`config.mk`:
```
export PLATFORM = sky130hd
export DESIGN_NAME = bf_uart_tx
export DESIGN_NICKNAME = d
export VERILOG_FILES = /design/src/rtl/bf_uart_tx.sv
export SDC_FILE = /design/constraint.sdc
export NUM_CORES = 1
export LEC_CHECK = 0
export CAP_MARGIN = 20
export CORE_MARGIN = 2
export CORE_UTILIZATION = 55
export CTS_CLUSTER_SIZE = 12
export DETAILED_ROUTE_END_ITERATION = 10
export PLACE_DENSITY = 0.77
export SLEW_MARGIN = 15
export SYNTH_ARGS = -nofsm -noshare
export SYNTH_HDL_FRONTEND = slang
export SYNTH_SLANG_ARGS = --single-unit
```
`constraint.sdc`:
```
create_clock -name clk -period 3.09 [get_ports clk]
set_clock_uncertainty 0.15 [all_clocks]
set_input_delay 0.309 -clock clk [delete_from_list [all_inputs] [get_ports clk]]
set_output_delay 0.309 -clock clk [all_outputs]
set_load 0.01 [all_outputs]
```
`src/rtl/bf_uart_tx.sv`:
```
// Buffered 8N1 UART transmitter. Bytes queue in a small FIFO and are sent
// LSB-first. The shift/baud FSM state is exported on dbgState.
`timescale 1ns/1ps
module bf_uart_tx #(
  parameter int CLKS_PER_BIT = 100,
  parameter int DEPTH_LOG    = 4
) (
  input  logic                 clk,
  input  logic                 rst,
  input  logic [7:0]           tx_data,
  input  logic                 tx_send,
  output logic                 tx_busy,
  input  logic                 block,
  output logic                 tx,
  output logic [DEPTH_LOG:0]   level,
  output logic                 overflow,
  output logic [1:0]           dbgState
);

  localparam int DEPTH = 2 ** DEPTH_LOG;
  localparam int CNT_W = (CLKS_PER_BIT > 1) ? $clog2(CLKS_PER_BIT) : 1;
  localparam logic [CNT_W-1:0]   CNT_LAST = CNT_W'(CLKS_PER_BIT - 1);
  localparam logic [DEPTH_LOG:0] FULL_LVL = (DEPTH_LOG + 1)'(DEPTH);

  typedef enum logic [1:0] {IDLE, START, DATA, STOP} state_t;

  state_t               state;
  logic [CNT_W-1:0]     baudCnt;
  logic [2:0]           bitIdx;
  logic [7:0]           shift;
  logic [7:0]           mem [DEPTH];
  logic [DEPTH_LOG-1:0] head;
  logic [DEPTH_LOG-1:0] tail;
  logic                 bitEnd;
  logic                 canStart;
  logic                 push;
  logic                 pop;

  // Handshake: a write is taken on any edge with tx_send=1 and tx_busy=0;
  // tx_busy comes straight from the registered level, so a pop on the same
  // edge never makes room for a write presented while full.
  assign tx_busy  = (level == FULL_LVL);
  assign bitEnd   = (baudCnt == CNT_LAST);
  assign canStart = (level != '0) && !block;
  assign push     = tx_send && !tx_busy;
  assign pop      = canStart && ((state == IDLE) || ((state == STOP) && bitEnd));
  assign dbgState = state;

  always_ff @(posedge clk) begin
    if (rst) begin
      head     <= '0;
      tail     <= '0;
      level    <= '0;
      overflow <= 1'b0;
    end else begin
      if (push) begin
        mem[tail] <= tx_data;
        tail      <= tail + 1'b1;
      end
      if (pop) head <= head + 1'b1;
      if (tx_send && tx_busy) overflow <= 1'b1;
      case ({push, pop})
        2'b10:   level <= level + 1'b1;
        2'b01:   level <= level - 1'b1;
        default: level <= level;
      endcase
    end
  end

  // tx is loaded with the value of the state being entered, so each bit
  // appears on the line on the same edge the state changes.
  always_ff @(posedge clk) begin
    if (rst) begin
      state   <= IDLE;
      tx      <= 1'b1;
      baudCnt <= '0;
      bitIdx  <= '0;
      shift   <= '0;
    end else begin
      case (state)
        IDLE: begin
          tx      <= 1'b1;
          baudCnt <= '0;
          if (pop) begin
            shift <= mem[head];
            tx    <= 1'b0;
            state <= START;
          end
        end
        START: begin
          if (bitEnd) begin
            baudCnt <= '0;
            tx      <= shift[0];
            shift   <= {1'b0, shift[7:1]};
            bitIdx  <= '0;
            state   <= DATA;
          end else begin
            baudCnt <= baudCnt + 1'b1;
          end
        end
        DATA: begin
          if (bitEnd) begin
            baudCnt <= '0;
            if (bitIdx == 3'd7) begin
              tx    <= 1'b1;
              state <= STOP;
            end else begin
              tx     <= shift[0];
              shift  <= {1'b0, shift[7:1]};
              bitIdx <= bitIdx + 1'b1;
            end
          end else begin
            baudCnt <= baudCnt + 1'b1;
          end
        end
        STOP: begin
          if (bitEnd) begin
            baudCnt <= '0;
            if (pop) begin
              shift <= mem[head];
              tx    <= 1'b0;
              state <= START;
            end else begin
              tx    <= 1'b1;
              state <= IDLE;
            end
          end else begin
            baudCnt <= baudCnt + 1'b1;
          end
        end
        default: begin
          tx    <= 1'b1;
          state <= IDLE;
        end
      endcase
    end
  end

endmodule

```
Word-level counts from Yosys, hierarchy flattened --
Memories as Yosys holds them, arrays and structs flattened. A register that Yosys moved wholly into a read port is not among the register bits. Index checks and enable logic that the tools add are counted.
Storage, ports and cells: register bits after elaboration 35, memory bits (writable) 128, input bits 12, word-level logic and storage cells 78, memories 1
Memories:
- mem | words 16, bits a word 8, read ports 1, clocked after memory_dff 1, write ports 1, RTL line 31 | logic [7:0] mem [DEPTH];
Cells by class: add/subtract/negate cells 6, eq/ne operators 14, multiplexer cells 31, reduce and logical (&&, ||, !) cells 17
Operators with widths (count):
- $mux 8 | 5
- $pmux 8 s4 | 1
- $pmux 7 s2 | 1
- $ne 2x2->1 const B | 6
- $mux 2 | 5
- $pmux 5 s2 | 1
- $mux 1 | 9
- $mux 3 | 3
- $add 4x1->4 const B | 2
- $mux 4 | 2
- $pmux 2 s4 | 1
- $reduce_and 4->1 | 2
- $add 7x1->7 const B | 1
- $eq 7x7->1 const B | 1
- $mux 7 | 1
- $eq 2x2->1 const B | 3
- $pmux 3 s2 | 1
- $add 5x1->5 const B | 1
- $eq 5x5->1 const B | 1
- $logic_and 1x1->1 | 5
- $reduce_and 5->1 | 1
- $reduce_bool 5->1 | 1
- $sub 5x1->5 const B | 1
- $eq 2x1->1 const B | 2
- other kinds (9) | 11

Logic depth before layout (Yosys ltp) --
word-level depth 7, depth in mapped cells 14, gate-level depth less buffers 13

Worst setup path before layout --
Ideal clock, no wire load.
path type register to register, start register baudCnt[0], end register level[4], data arrival time 2.743 ns, data required time 2.808 ns, setup slack 0.064 ns, cell stages (with the launch flop) 15, path buffers 1, cell sequence dfxtp_1 -> ha_1 -> and2_0 -> a31oi_1 -> nand2b_1 -> inv_2 -> ha_1 -> clkbuf_1 -> xor2_1 -> ha_1 -> a21oi_1 -> o22ai_1 -> a222oi_1 -> or3_1 -> a21oi_1
On the way: cells in the longest elaborated chain, start to end 6, elaborated cells between the ends (all ways) 8
Ends and longest elaborated chain:
- start, declared | RTL line 28 | logic [CNT_W-1:0] baudCnt;
- start signal, assigned | RTL line 98 | baudCnt <= baudCnt + 1'b1;
- start signal, assigned | RTL line 113 | baudCnt <= baudCnt + 1'b1;
- start signal, assigned | RTL line 128 | baudCnt <= baudCnt + 1'b1;
- $eq 7x7->1 * | RTL line 43 | assign bitEnd = (baudCnt == CNT_LAST);
- $logic_and 1x1->1 * | RTL line 46 | assign pop = canStart && ((state == IDLE) || ((state == STOP) && bitEnd));
- $logic_or 1x1->1 * | RTL line 46
- $logic_and 1x1->1 * | RTL line 46
- $eq 2x1->1 / $eq 2x2->1 (equally long branches) | RTL line 62 | case ({push, pop})
- $pmux 5 s2 / $reduce_bool 2->1 (equally long branches)
- end signal, assigned | RTL line 63 | 2'b10: level <= level + 1'b1;
- end signal, assigned | RTL line 64 | 2'b01: level <= level - 1'b1;
- end signal, assigned | RTL line 65 | default: level <= level;
- end, declared | RTL line 15 | output logic [DEPTH_LOG:0] level,
Every way passes the cells marked *; elsewhere a longest branch is shown, timed or not. A chain may end at the register's enable or synchronous reset.

Final worst setup path --
start register state[0] (netlist: dbgState[0]), end register level[4]
On the way: cells in the longest elaborated chain, start to end 6, elaborated cells between the ends (all ways) 9
Ends and longest elaborated chain:
- start, declared | RTL line 27 | state_t state;
- start signal, assigned | RTL line 74 | state <= IDLE;
- start signal, assigned | RTL line 87 | state <= START;
- start signal, assigned | RTL line 96 | state <= DATA;
- $eq 2x2->1 | RTL line 46
- $logic_and 1x1->1 | RTL line 46
- $logic_or 1x1->1 * | RTL line 46
- $logic_and 1x1->1 * | RTL line 46
- $eq 2x1->1 / $eq 2x2->1 (equally long branches) | RTL line 62
- $pmux 5 s2 / $reduce_bool 2->1 (equally long branches)
Marked as above.

==> results.py <==
metrics = {
    "synth": {
        "netlist_instances": 471,
        "synth_area_leaders": "edfxtp_1, dfxtp_1, mux4_2, mux2i_1, ha_1",
        "synth_ff_type": "edfxtp_1",
        "synth_top_cell_by_area": "edfxtp_1",
        "synth_cell_types": 54,
        "syn_avg_cell_area_um2": 14.7,
        "synth_seq_area_share": 0.666,
        "synth-async-reset-ratio": 0,
        "syn_area_um2": 6940,
        "synth_top_cell_area_share": 0.554,
        "synthesis.nets": 499,
        "synth-seq-cells": 167,
        "yosysWarnings": 0,
        "synth-edff-count": 128,
    },
    "setup_path": {
        "critical_path.max_fanout": 5,
        "required_ns": 3.24,
        "critPathArrivalTime_ns": 3.10,
        "worstSetupPathType": "reg2reg",
        "worstSetupEndpointType": "flip-flop",
        "crit_top_cell": "ha_1",
        "crit_family": "compound AO/OA/AOI/OAI gates",
        "path_buf_inv": 2,
        "startpoint_type": "flip-flop",
        "crit_slowest_cell": "a222oi_1",
        "worstPathCellList": "inv_1 -> ha_1 -> a31oi_4 -> nand2b_4 -> inv_2 -> ha_1 -> xor2_1 -> ha_1 -> a21oi_2 -> o22ai_1 -> a222oi_1 -> or3_1 -> a21oi_1",
        "cpPeakStageDelay_ns": 0.40,
    },
    "clocking": {
        "clk_latency_ns": 0.43,
        "clk_path_buf_depth": 2,
        "cts_root_buffer": "clkbuf_16",
        "htreeDepth": 4,
        "cts_tree": "yes",
        "cts.sinks": 167,
        "cts_hold_buf": 0,
        "cts_made_buffers": 17,
        "clk_pin_slew_ns": 0.06,
    },
    "cells_and_area": {
        "num_antenna_cells": 0,
        "nFillCells": 882,
        "register_area_um2": 4630,
        "final_common_cell": "edfxtp_1",
        "final_cell_mix": "edfxtp_1, nor2_1, dfxtp_1",
        "fin_nets": 546,
        "finalNonFillerCells": 702,
        "drive_gt1_frac": 0.162,
        "multi_input_area_um2": 2180,
        "syn2layout_area_growth_pct": 16.3,
        "fin_area_um2": 8080,
    },
    "sta": {
        "setup_slack_ns": 0.144,
        "tightest_slew_ns": 0.779,
        "hold_violations": 0,
        "min_period_ns": 2.95,
        "setup_viol": 0,
        "finalCritPeriodShare": 0.953,
        "slew_violations": 0,
        "fmax_mhz": 339,
        "maxSlewHeadroom": 0.480,
    },
    "grt": {
        "grt_usage": 0.226,
        "grt_overflow": 0,
        "grt_max_degree": 30,
        "antenna_found_initial": 0,
        "grt_pass1_wl_um": 22000,
        "grt_pass1_vias": 4051,
    },
    "place": {
        "gp_congestion": 0.841,
        "dp_cells": 668,
        "preCtsSetupSlack_ns": -0.0209,
        "dpl_cell_area_um2": 7460,
        "dp_hpwl_um": 9240,
        "io_buffers": 21,
    },
    "floorplanning": {
        "num_io_pins": 22,
        "std_cell_rows": 41,
        "start_util": 0.557,
        "die_area_um2": 13500,
        "die_w_um": 116,
        "core_um2": 12500,
        "die_h_um": 116,
    },
    "route": {
        "post_drt_wl_per_cell_um": 20.2,
        "vias_per_cell": 5.91,
        "drc_errors": 0,
        "initialDrtViolationCount": 386,
        "first_pass_iters": 5,
        "drt.antenna.violating_nets": 0,
        "vias": 4147,
        "route.final.wire_length_um": 14200,
    },
    "flow_run": {
        "maxCapViolCount": 0,
    },
    "pwr": {
        "totalPowerFinal_mw": 6.38,
        "ir_worst_vdd_uv": 492,
        "power.leakage_nw": 2.68,
        "p_per_area_nw_per_um2": 789,
    },
    "min_path": {
        "hp-class": "reg2reg",
    },
    "run_status": {
        "outcome": "finished clean",
    },
}
Yosys cell counts (all sizes together), types with 6 or more instances:
master,n
o22ai,6
inv,14
mux4,18
clkbuf,11
nor3,7
xor2,9
ha,16
a21oi,25
edfxtp,128
or3,6
nand3,6
xnor2,6
nand2,17
a221oi,10
o21ai,12
buf,11
mux2i,32
dfxtp,39
nor2,48
cell families (layout without fill, tap and decap cells):
family,Yosys count,count (layout),synth area share
fa+ha+maj,16,16,0.0288
buf+inv,36,95,0.0238
xor+xnor,15,15,0.0189
mux,50,50,0.105
simple gates,106,106,0.0755
flops,167,167,0.666
compound gates,81,81,0.0824
power breakdown:
group	internal, mW	switching, mW
clock	1.19	0.827
combinational	0.770	0.902
sequential	2.54	0.155
path summary, 6_finish.rpt:
path,cells after the start,slack (ns),from,to
worst max-delay path,13,0.14,dbgState[0],level[4]
worst min-delay path,2,0.31,bitIdx[2],bitIdx[2]
worst max register to register,13,0.14,dbgState[0],level[4]
worst min register to register,2,0.31,bitIdx[2],bitIdx[2]
metrics by stage:
stage / setup TNS, ns / util / hold slack (ns)
after CTS: 0 / 0.644 / 0.316
after detailed placement: -0.0209 / 0.599 / 0.305
final: 0 / 0.648 / 0.311
after floorplan: 0 / - / 0.258
after global placement: 0 / 0.599 / 0.293
after global routing: -0.00344 / 0.648 / 0.326
flip-flops by register name (all words and copies together) (netlist names), named ones only:
register  flops
overflow      1
baudCnt       7
tx            1
dbgState      2
tail          4
bitIdx        3
shift         8
head          4
mem         128
level         5
worst reg2reg max path, cell delays in order (launching register included):
cell and delay, ns:
dfxtp_1 0.38, inv_1 0.12, ha_1 0.27, a31oi_4 0.20
nand2b_4 0.17, inv_2 0.04, ha_1 0.19, xor2_1 0.15
ha_1 0.20, a21oi_2 0.16, o22ai_1 0.13, a222oi_1 0.40
or3_1 0.20, a21oi_1 0.08
per-layer routing:
metal | vias to the layer above | GRT usage | wire (um)
met5 | - | 0 | 0
met4 | 0 | 0.106 | 422
met3 | 31 | 0.0669 | 874
met2 | 153 | 0.372 | 7130
met1 | 2049 | 0.277 | 5740
li1 | 1914 | - | -
timing repair:
action | in CTS | in global routing
buffers inserted | 0 | 3
pin swaps | 0 | 4
gates resized for setup | 1 | 5
hold endpoints to repair | 0 | 0
setup endpoints to repair | 1 | 1
final cells by class:
class | instances | share of cell area
Clock inverter | 11 | 0.0153
Inverter | 14 | 0.00651
Clock buffer | 20 | 0.0541
Sequential cell | 167 | 0.573
Multi-Input combinational cell | 268 | 0.270
Tap cell | 172 | 0.0267
Timing Repair Buffer | 50 | 0.0545
No activity file was read; power rests on OpenSTA's default activity.
